**config.mk**
```make
export PLATFORM = sky130hd
export DESIGN_NAME = md5_window_feed
export DESIGN_NICKNAME = d
export VERILOG_FILES = /design/src/rtl/md5_pkg.sv /design/src/rtl/md5_window_feed.sv
export SDC_FILE = /design/constraint.sdc
export NUM_CORES = 1
export LEC_CHECK = 0
export CAP_MARGIN = 40
export CELL_PAD_IN_SITES_DETAIL_PLACEMENT = 1
export CELL_PAD_IN_SITES_GLOBAL_PLACEMENT = 1
export CORE_AREA = 2 2 214 216
export CTS_BUF_LIST = sky130_fd_sc_hd__clkbuf_2
export DETAILED_ROUTE_END_ITERATION = 16
export DIE_AREA = 0 0 216 218
export HOLD_SLACK_MARGIN = 0.02
export PLACE_DENSITY_LB_ADDON = 0.1
export SETUP_SLACK_MARGIN = 0.02
export SYNTH_ARGS = -nofsm -noshare
export SYNTH_HDL_FRONTEND = slang
export SYNTH_SLANG_ARGS = --single-unit
```
**constraint.sdc**
```tcl
create_clock -name clk -period 4 [get_ports clk]
set_input_delay 0.6 -clock clk [delete_from_list [all_inputs] [get_ports clk]]
set_output_delay 0.6 -clock clk [all_outputs]
set_load 0.05 [all_outputs]
```
**src/rtl/md5_pkg.sv**
```systemverilog
// Shared MD5 constants: padding, length field, block byte layout and the round tables used by md5core.
package md5_pkg;

  localparam int STR_LEN_DEFAULT = 19;
  localparam logic [7:0] PAD_BYTE = 8'h80;

  typedef enum logic {
    FILL  = 1'b0,
    SLIDE = 1'b1
  } feed_state_t;

  // Message length in bits, placed little-endian in block bytes 56..63.
  function automatic logic [63:0] bitlen(input int n);
    return 64'(n) << 3;
  endfunction

  function automatic int byte_lsb(input int idx);
    return 8 * idx;
  endfunction

  localparam logic [31:0] A0 = 32'h6745_2301;
  localparam logic [31:0] B0 = 32'hefcd_ab89;
  localparam logic [31:0] C0 = 32'h98ba_dcfe;
  localparam logic [31:0] D0 = 32'h1032_5476;

  localparam logic [31:0] K_TABLE [64] = '{
    32'hd76aa478, 32'he8c7b756, 32'h242070db, 32'hc1bdceee,
    32'hf57c0faf, 32'h4787c62a, 32'ha8304613, 32'hfd469501,
    32'h698098d8, 32'h8b44f7af, 32'hffff5bb1, 32'h895cd7be,
    32'h6b901122, 32'hfd987193, 32'ha679438e, 32'h49b40821,
    32'hf61e2562, 32'hc040b340, 32'h265e5a51, 32'he9b6c7aa,
    32'hd62f105d, 32'h02441453, 32'hd8a1e681, 32'he7d3fbc8,
    32'h21e1cde6, 32'hc33707d6, 32'hf4d50d87, 32'h455a14ed,
    32'ha9e3e905, 32'hfcefa3f8, 32'h676f02d9, 32'h8d2a4c8a,
    32'hfffa3942, 32'h8771f681, 32'h6d9d6122, 32'hfde5380c,
    32'ha4beea44, 32'h4bdecfa9, 32'hf6bb4b60, 32'hbebfbc70,
    32'h289b7ec6, 32'heaa127fa, 32'hd4ef3085, 32'h04881d05,
    32'hd9d4d039, 32'he6db99e5, 32'h1fa27cf8, 32'hc4ac5665,
    32'hf4292244, 32'h432aff97, 32'hab9423a7, 32'hfc93a039,
    32'h655b59c3, 32'h8f0ccc92, 32'hffeff47d, 32'h85845dd1,
    32'h6fa87e4f, 32'hfe2ce6e0, 32'ha3014314, 32'h4e0811a1,
    32'hf7537e82, 32'hbd3af235, 32'h2ad7d2bb, 32'heb86d391
  };

  // Rotate amounts repeat every four steps within a round, so only 16 are stored.
  localparam logic [4:0] S_TABLE [16] = '{
    5'd7, 5'd12, 5'd17, 5'd22,
    5'd5, 5'd9,  5'd14, 5'd20,
    5'd4, 5'd11, 5'd16, 5'd23,
    5'd6, 5'd10, 5'd15, 5'd21
  };

  function automatic logic [4:0] shift_amt(input int step);
    return S_TABLE[4 * (step / 16) + (step % 4)];
  endfunction

endpackage

```
**src/rtl/md5_window_feed.sv**
```systemverilog
// Sliding window of the last STR_LEN text bytes, emitted as a padded single-block MD5 message per accepted byte.
module md5_window_feed
  import md5_pkg::*;
#(
  parameter int STR_LEN = STR_LEN_DEFAULT,
  parameter int POS_W   = 32
) (
  input  logic             clk,
  input  logic             reset_n,
  input  logic             en,
  input  logic             clear,
  input  logic [7:0]       data_in,
  input  logic             data_valid,
  output logic             data_ready,
  output logic [511:0]     m_out,
  output logic             valid_out,
  output logic [POS_W-1:0] pos_out
);

  localparam int CNT_W = $clog2(STR_LEN + 1);
  localparam int WIN_W = 8 * STR_LEN;

  // Handshake: a byte is taken on a rising edge where data_valid && data_ready;
  // data_ready depends only on en and reset_n, never on data_valid.
  logic [WIN_W-1:0] win;
  logic [WIN_W-1:0] win_fill;
  logic [WIN_W-1:0] win_shift;
  logic [CNT_W-1:0] fill_cnt;
  logic [CNT_W-1:0] fill_base;
  feed_state_t      state;
  feed_state_t      state_base;
  logic             primed;
  logic             accept;

  always_comb begin
    data_ready = en && reset_n;
    accept     = data_valid && data_ready;
    // clear restarts the text in the same cycle, so an accompanying byte becomes character 0.
    fill_base  = clear ? '0 : fill_cnt;
    state_base = clear ? FILL : state;

    win_fill = win;
    if (fill_base < CNT_W'(STR_LEN)) win_fill[byte_lsb(int'(fill_base)) +: 8] = data_in;

    win_shift = win >> 8;
    win_shift[WIN_W-8 +: 8] = data_in;
  end

  // Padding is constant; it is only shown once a block has ever been produced so reset reads as all zero.
  always_comb begin
    m_out = '0;
    if (primed) begin
      m_out[WIN_W-1:0]  = win;
      m_out[WIN_W +: 8] = PAD_BYTE;
      m_out[448 +: 64]  = bitlen(STR_LEN);
    end
  end

  always_ff @(posedge clk or negedge reset_n) begin
    if (!reset_n) begin
      win       <= '0;
      fill_cnt  <= '0;
      state     <= FILL;
      primed    <= 1'b0;
      valid_out <= 1'b0;
      pos_out   <= '0;
    end else if (en) begin
      valid_out <= 1'b0;
      if (clear) begin
        fill_cnt <= '0;
        state    <= FILL;
        pos_out  <= '0;
      end
      if (accept) begin
        if (state_base == FILL) begin
          win <= win_fill;
          if (fill_base == CNT_W'(STR_LEN - 1)) begin
            state     <= SLIDE;
            fill_cnt  <= CNT_W'(STR_LEN);
            valid_out <= 1'b1;
            pos_out   <= '0;
            primed    <= 1'b1;
          end else begin
            fill_cnt <= fill_base + 1'b1;
          end
        end else begin
          win       <= win_shift;
          valid_out <= 1'b1;
          pos_out   <= pos_out + 1'b1;
        end
      end
    end
  end

endmodule

```
==> flow_metrics.tcl, run 1 <==
set metrics [dict create \
    vias 11100 \
    hp-class "input port to asynchronous set/reset pin" \
    syn_area_sq_um 13400 \
    synthCells 1543 \
    routedWlPerCell_um 20.8 \
    grt_antenna_before_repair 1 \
    gr-usage-met1_pct 28.2 \
    placementRows 78 \
    die_y_um 218 \
    pre_cts_slack_ps 94.1 \
    drc 0 \
    fin_cells 2351 \
    cp-start-kind "flip-flop" \
    grt_use_met3_pct 2.43 \
    max-slew-margin-rel_pct 29.1 \
    post-route-cell-area_sq_um 15200 \
    initial_core_util_pct 29.8 \
    grt_pass1_vias 10900 \
    core_sq_um 44900 \
    p_per_area_nw_per_um2 279 \
    cts_hold_buf 1 \
    grt_start_max_net_pins 165 \
    synth-async-reset-ratio_pct 100 \
    drt_iter0_markers 770 \
    htree_levels 4 \
    cp.required_ps 3400 \
    ir_drop_uv 134 \
    finClkSkew_ps 54.1 \
    yosysMostFrequentCell "buf_4" \
    hpwl_mm 36.2 \
    synth_top_area_cell "dfrtp_1" \
    grt_overflow 0 \
    place_area_sq_um 15000 \
    ys_types 65 \
    yosysSeqAreaShare_pct 35.9 \
    boundaryPins 559 \
    yosysWarnings 0 \
    clock_path_buffers 2 \
    clkSlewWorstSetupHoldPaths_ps 300 \
    drt-total-wl_mm 48.8 \
    nets 1755 \
    period_share_pct 89.3 \
    globalRouteMet2Util_pct 32.5 \
    insertion_delay_ps 890 \
    grt.total_usage_pct 20.0 \
    fmax_mhz 280 \
    avgViaCountPerCell 4.74 \
    worst_slack_ps 427 \
    cts_buffers 17 \
    cts_root_buf "clkbuf_2" \
    worst_slew_pin_slew_ps 1060 \
    synth-edff-count 0 \
    synth_top_area_share_pct 35.9 \
    cts_resized 0 \
    min_period_ps 3570 \
    status "finished clean" \
    cp_data_arrival_time_ps 2970 \
    cts_setup_buffers 0 \
    port_buffers 202 \
    place_inst 2317 \
    synth_area_leaders "dfrtp_1, buf_4, and2_1, o21ai_0, a22oi_1" \
    slew_violations 0 \
    yosys_register_bits 192 \
    p_leak_uw 0.00672 \
    rsz0062_at_grt "false" \
    crit_type "flip-flop to primary output" \
    clock-sinks 192 \
    tritoncts "built" \
    synth_common_cells "buf_4, dfrtp_1, and2_1, nand2_1, o21ai_0" \
    grt_pass1_wl_mm 71.9 \
    end_kind "primary output" \
    avgSynthCellArea_sq_um 8.68 \
    fp.dieW_um 216 \
    cp_slowest_cell "clkdlybuf4s50_1" \
    fin_setup_tns_ps 0 \
    crit_chain "buf_12 > and2_1 > clkdlybuf4s50_1" \
    area_delta_synth_final_pct 13.8 \
    setup_violations 0 \
    synth_ff_type "dfrtp_1" \
    routabilityCongestion 0.847 \
    dieArea_sq_um 47100 \
    path_max_fanout 52 \
    drive_gt1_share_pct 8.51 \
    ant_nets 0 \
    grt-busiest-layer "met2" \
    hold_viol 0 \
    max-cap-violations 0 \
    fin_util_pct 34.0 \
    first_pass_iters 5 \
    slowest_delay_ps 840 \
]
==> path summary, 6_finish.rpt <==
| check | cells past startpoint | end | startpoint | slack (ps) |
|---|---|---|---|---|
| max in group asynchronous | 3 | primed | reset_n | 2350 |
| min in group clk | 3 | fill_cnt[4] | en | 490 |
| worst max-delay path | 3 | m_out[140] | primed | 430 |
| worst min-delay path | 2 | pos_out[27] | reset_n | 160 |
| worst max register to register | 10 | win[55] | fill_cnt[1] | 710 |
| worst min register to register | 1 | pos_out[31] | pos_out[31] | 520 |
==> logic make-up (layout without fill, tap and decap cells) <==
| kind of cell | after synthesis | in the layout | share of synthesized area [%] |
|---|---|---|---|
| compound gates | 409 | 409 | 20.6 |
| xor+xnor | 2 | 2 | 0.131 |
| mux | 27 | 27 | 2.27 |
| fa+ha+maj | 5 | 5 | 0.467 |
| buf+inv | 457 | 309 | 23.0 |
| flops | 192 | 192 | 35.9 |
| other cells | 1 | 357 | 0.0280 |
| simple gates | 450 | 450 | 17.6 |
==> layer usage <==
layer	vias to the layer above	part of all wire [%]
met4	0	1.6
met3	38	4.7
met1	5611	46
met2	415	48
li1	5076	-
met5	-	0
==> sequential cells by signal, summed over array words and instances (netlist names) <==
signal     flops
fill_cnt       5
pos_out       32
primed         1
state          1
valid_out      1
win          152
==> cell type report <==
type | instances | area (sq um)
clock inverters | 13 | 104
flip-flops and latches | 192 | 4810
well taps | 600 | 751
inverters | 7 | 26.3
diodes | 1 | 2.50
repair buffers | 270 | 2590
clock buffers | 19 | 95.1
fillers | 5421 | 29600
multi-input cells | 1249 | 6870
==> where the power goes <==
group | internal (uW) | switching [uW] | total [uW]
clock | 182 | 787 | 968
sequential | 2000 | 49.1 | 2050
combinational | 146 | 1080 | 1230
total | 2330 | 1920 | 4250
==> through the flow <==
stage / power [uW] / hold WS [ps]
after detailed placement: 3300 / 489
after CTS: 4290 / 38.0
final: 4250 / 160
after global routing: 4420 / 79.0
after global placement: 3290 / 482
after floorplan: 3320 / 304
==> cell usage in the layout, fill, tap and decap left out, types with 4 or more instances in the layout <==
master / count
inv_1: 6
o22a_1: 13
nor3_1: 12
a32oi_1: 17
a21oi_1: 35
o21ai_1: 6
conb_1: 356
o21a_1: 5
or3_1: 4
a31oi_1: 24
nand4_1: 12
a211oi_1: 9
and2_1: 160
inv_6: 4
o22ai_1: 25
nand3_1: 12
o21ai_0: 116
a2bb2oi_1: 24
clkbuf_2: 19
and3_1: 12
clkdlybuf4s50_1: 201
dfrtp_1: 191
buf_4: 63
ha_1: 5
nor2b_1: 12
o2bb2ai_1: 32
a22oi_1: 72
buf_12: 4
nand2_1: 117
a2111oi_0: 8
clkinvlp_4: 4
nor2_1: 79
mux2_2: 27
==> critical path: cells and delay by family (launching register included) <==
family,cells,cell delay [ps]
buffers and inverters,2,1100
DFF,1,760
and+or+nand+nor,1,260
(Power assumes the default switching activity.)
==> run 2: changes to the inputs <==
PLACE_DENSITY = 0.78   (was default)
PLACE_DENSITY_LB_ADDON = default   (was 0.1)
==> run 2 against run 1 <==
Global-route usage decreased by 1.2 points. Utilization decreased by 0.36 points. Register-to-register slack got worse by 120 ps. Worst setup slack got worse by 68 ps. Die area unchanged. Sequential share of layout area increased by 0.33 points. Clock-buffer cell count decreased by 2. Critical path type unchanged. Largest cell class unchanged.
==> flow_metrics.tcl, run 2 (synthesis results as in run 1) <==
set metrics [dict create \
    status "finished clean" \
    die_y_um 218 \
    grt.total_usage_pct 18.8 \
    gr-usage-met1_pct 24.7 \
    ant_nets 0 \
    slew_violations 0 \
    drive_gt1_share_pct 7.47 \
    layout_commonest_cell "conb_1" \
    worst_slew_pin_slew_ps 1050 \
    cp_data_arrival_time_ps 3040 \
    crit_type "flip-flop to primary output" \
    regArea_sq_um 4810 \
    port_buffers 202 \
    clock_path_buffers 2 \
    rsz0062_at_grt "false" \
    globalRouteMet2Util_pct 31.6 \
    grt_start_max_net_pins 165 \
    boundaryPins 559 \
    fillers 5399 \
    max-cap-violations 0 \
    max-slew-margin-rel_pct 30.1 \
    avgViaCountPerCell 4.88 \
    htree_levels 4 \
    cp.required_ps 3400 \
    core_sq_um 44900 \
    grt_overflow 0 \
    area_delta_synth_final_pct 12.6 \
    clock-sinks 192 \
    hold-worst-slack_ps 226 \
    period_share_pct 91.0 \
    slowest_delay_ps 880 \
    cp_slowest_cell "dfrtp_4" \
    vias 11400 \
    cts_root_buf "clkbuf_2" \
    dieArea_sq_um 47100 \
    worst-r2r-cell-count 10 \
    routedWlPerCell_um 20.1 \
    place_inst 2296 \
    p_per_area_nw_per_um2 282 \
    grt_pass1_vias 10900 \
    drt-total-wl_mm 46.8 \
    fin_setup_tns_ps 0 \
    fin_cells 2329 \
    cts_setup_buffers 0 \
    routabilityCongestion 0.897 \
    insertion_delay_ps 840 \
    reg.largest.list "win (152), pos_out (32), fill_cnt (5)" \
    placementRows 78 \
    hpwl_mm 35.4 \
    first_pass_iters 5 \
    multiInputGateArea_sq_um 6860 \
    largest_reg_flops 152 \
    rr_endpoint "win[51]" \
    min_period_ps 3640 \
    initial_core_util_pct 29.8 \
    cts_buffers 17 \
    r2r_slack_ps 590 \
    final_cell_mix "conb_1, clkdlybuf4s50_1, dfrtp_1" \
    clkSlewWorstSetupHoldPaths_ps 310 \
    grt_pass1_wl_mm 68.6 \
    path_max_fanout 81 \
    grt_use_met3_pct 2.64 \
    grt_antenna_before_repair 1 \
    grt-busiest-layer "met2" \
    nets 1734 \
    hp-class "input port to asynchronous set/reset pin" \
    tritoncts "built" \
    timing.rr.start "fill_cnt[0]" \
    finClkSkew_ps 79.8 \
    p_leak_uw 0.00662 \
    drt_iter0_markers 879 \
    max_flop_register "win" \
    fp.dieW_um 216 \
    drc 0 \
    hold_viol 0 \
    ir_drop_uv 153 \
    total_power_uw 4250 \
    setup_violations 0 \
    fmax_mhz 275 \
    end_kind "primary output" \
    crit_chain "buf_12 > and2_1 > clkdlybuf4s50_1" \
    cp-start-kind "flip-flop" \
]
run 2: area by class of cell:
type / instances / area share [%]
Antenna cell: 1 / 0.0166
Clock buffer: 17 / 0.564
Clock inverter: 14 / 0.962
Inverter: 7 / 0.174
Multi-Input combinational cell: 1249 / 45.5
Sequential cell: 192 / 31.9
Tap cell: 600 / 4.98
Timing Repair Buffer: 249 / 15.9
run 2: per-stage QoR:
stage / utilization, % / cell area (sq um) / setup WS [ps]
after floorplan: - / 14700 / 21.0
after global placement: 33.1 / 14800 / 111
after detailed placement: 33.1 / 14800 / 47.2
after CTS: 33.6 / 15100 / 176
after global routing: 33.6 / 15100 / 90.9
final: 33.6 / 15100 / 359
run 2: critical path, delay by kind of cell (launching register included):
| family | cells | cell delay [ps] |
|---|---|---|
| DFF | 1 | 880 |
| and+or+nand+nor | 1 | 230 |
| buffers and inverters | 2 | 1160 |
run 2: worst max path at each step:
stage | from | to | slack (ps) | cells after the start
detailed placement | clear | win[51] | 50 | 11
floorplan | clear | win[48] | 20 | 15
finish | primed | m_out[9] | 360 | 3
global route | primed | m_out[9] | 90 | 3
global placement | clear | win[54] | 110 | 11
CTS | primed | m_out[9] | 180 | 3
run 2: per-layer routing:
layer  part of all wire, %  up-vias
li1                      -     5043
met1                    42     5713
met2                    49      525
met3                   6.1       75
met4                   3.0        0
met5                     0        -
run 2: what timing repair did:
action / 4_1_cts / 5_1_grt
hold endpoints to repair: 28 / 0
hold buffers: 1 / 0
setup endpoints to repair: 0 / 0
resized for setup: 0 / 0
run 2: power by group:
part / leakage, uW / switching (uW) / total (uW) / internal, uW
Clock: 0.000131 / 790 / 983 / 194
Combinational: 0.00383 / 1060 / 1190 / 133
Sequential: 0.00266 / 70.3 / 2080 / 2010
Total: 0.00662 / 1920 / 4250 / 2330
==> run 3: changes to the inputs <==
CAP_MARGIN = 20   (was 40)
SKIP_LAST_GASP = 1   (was default)
==> results of run 3 <==
The final DEF is identical to that of run 2; final timing and power are the same.
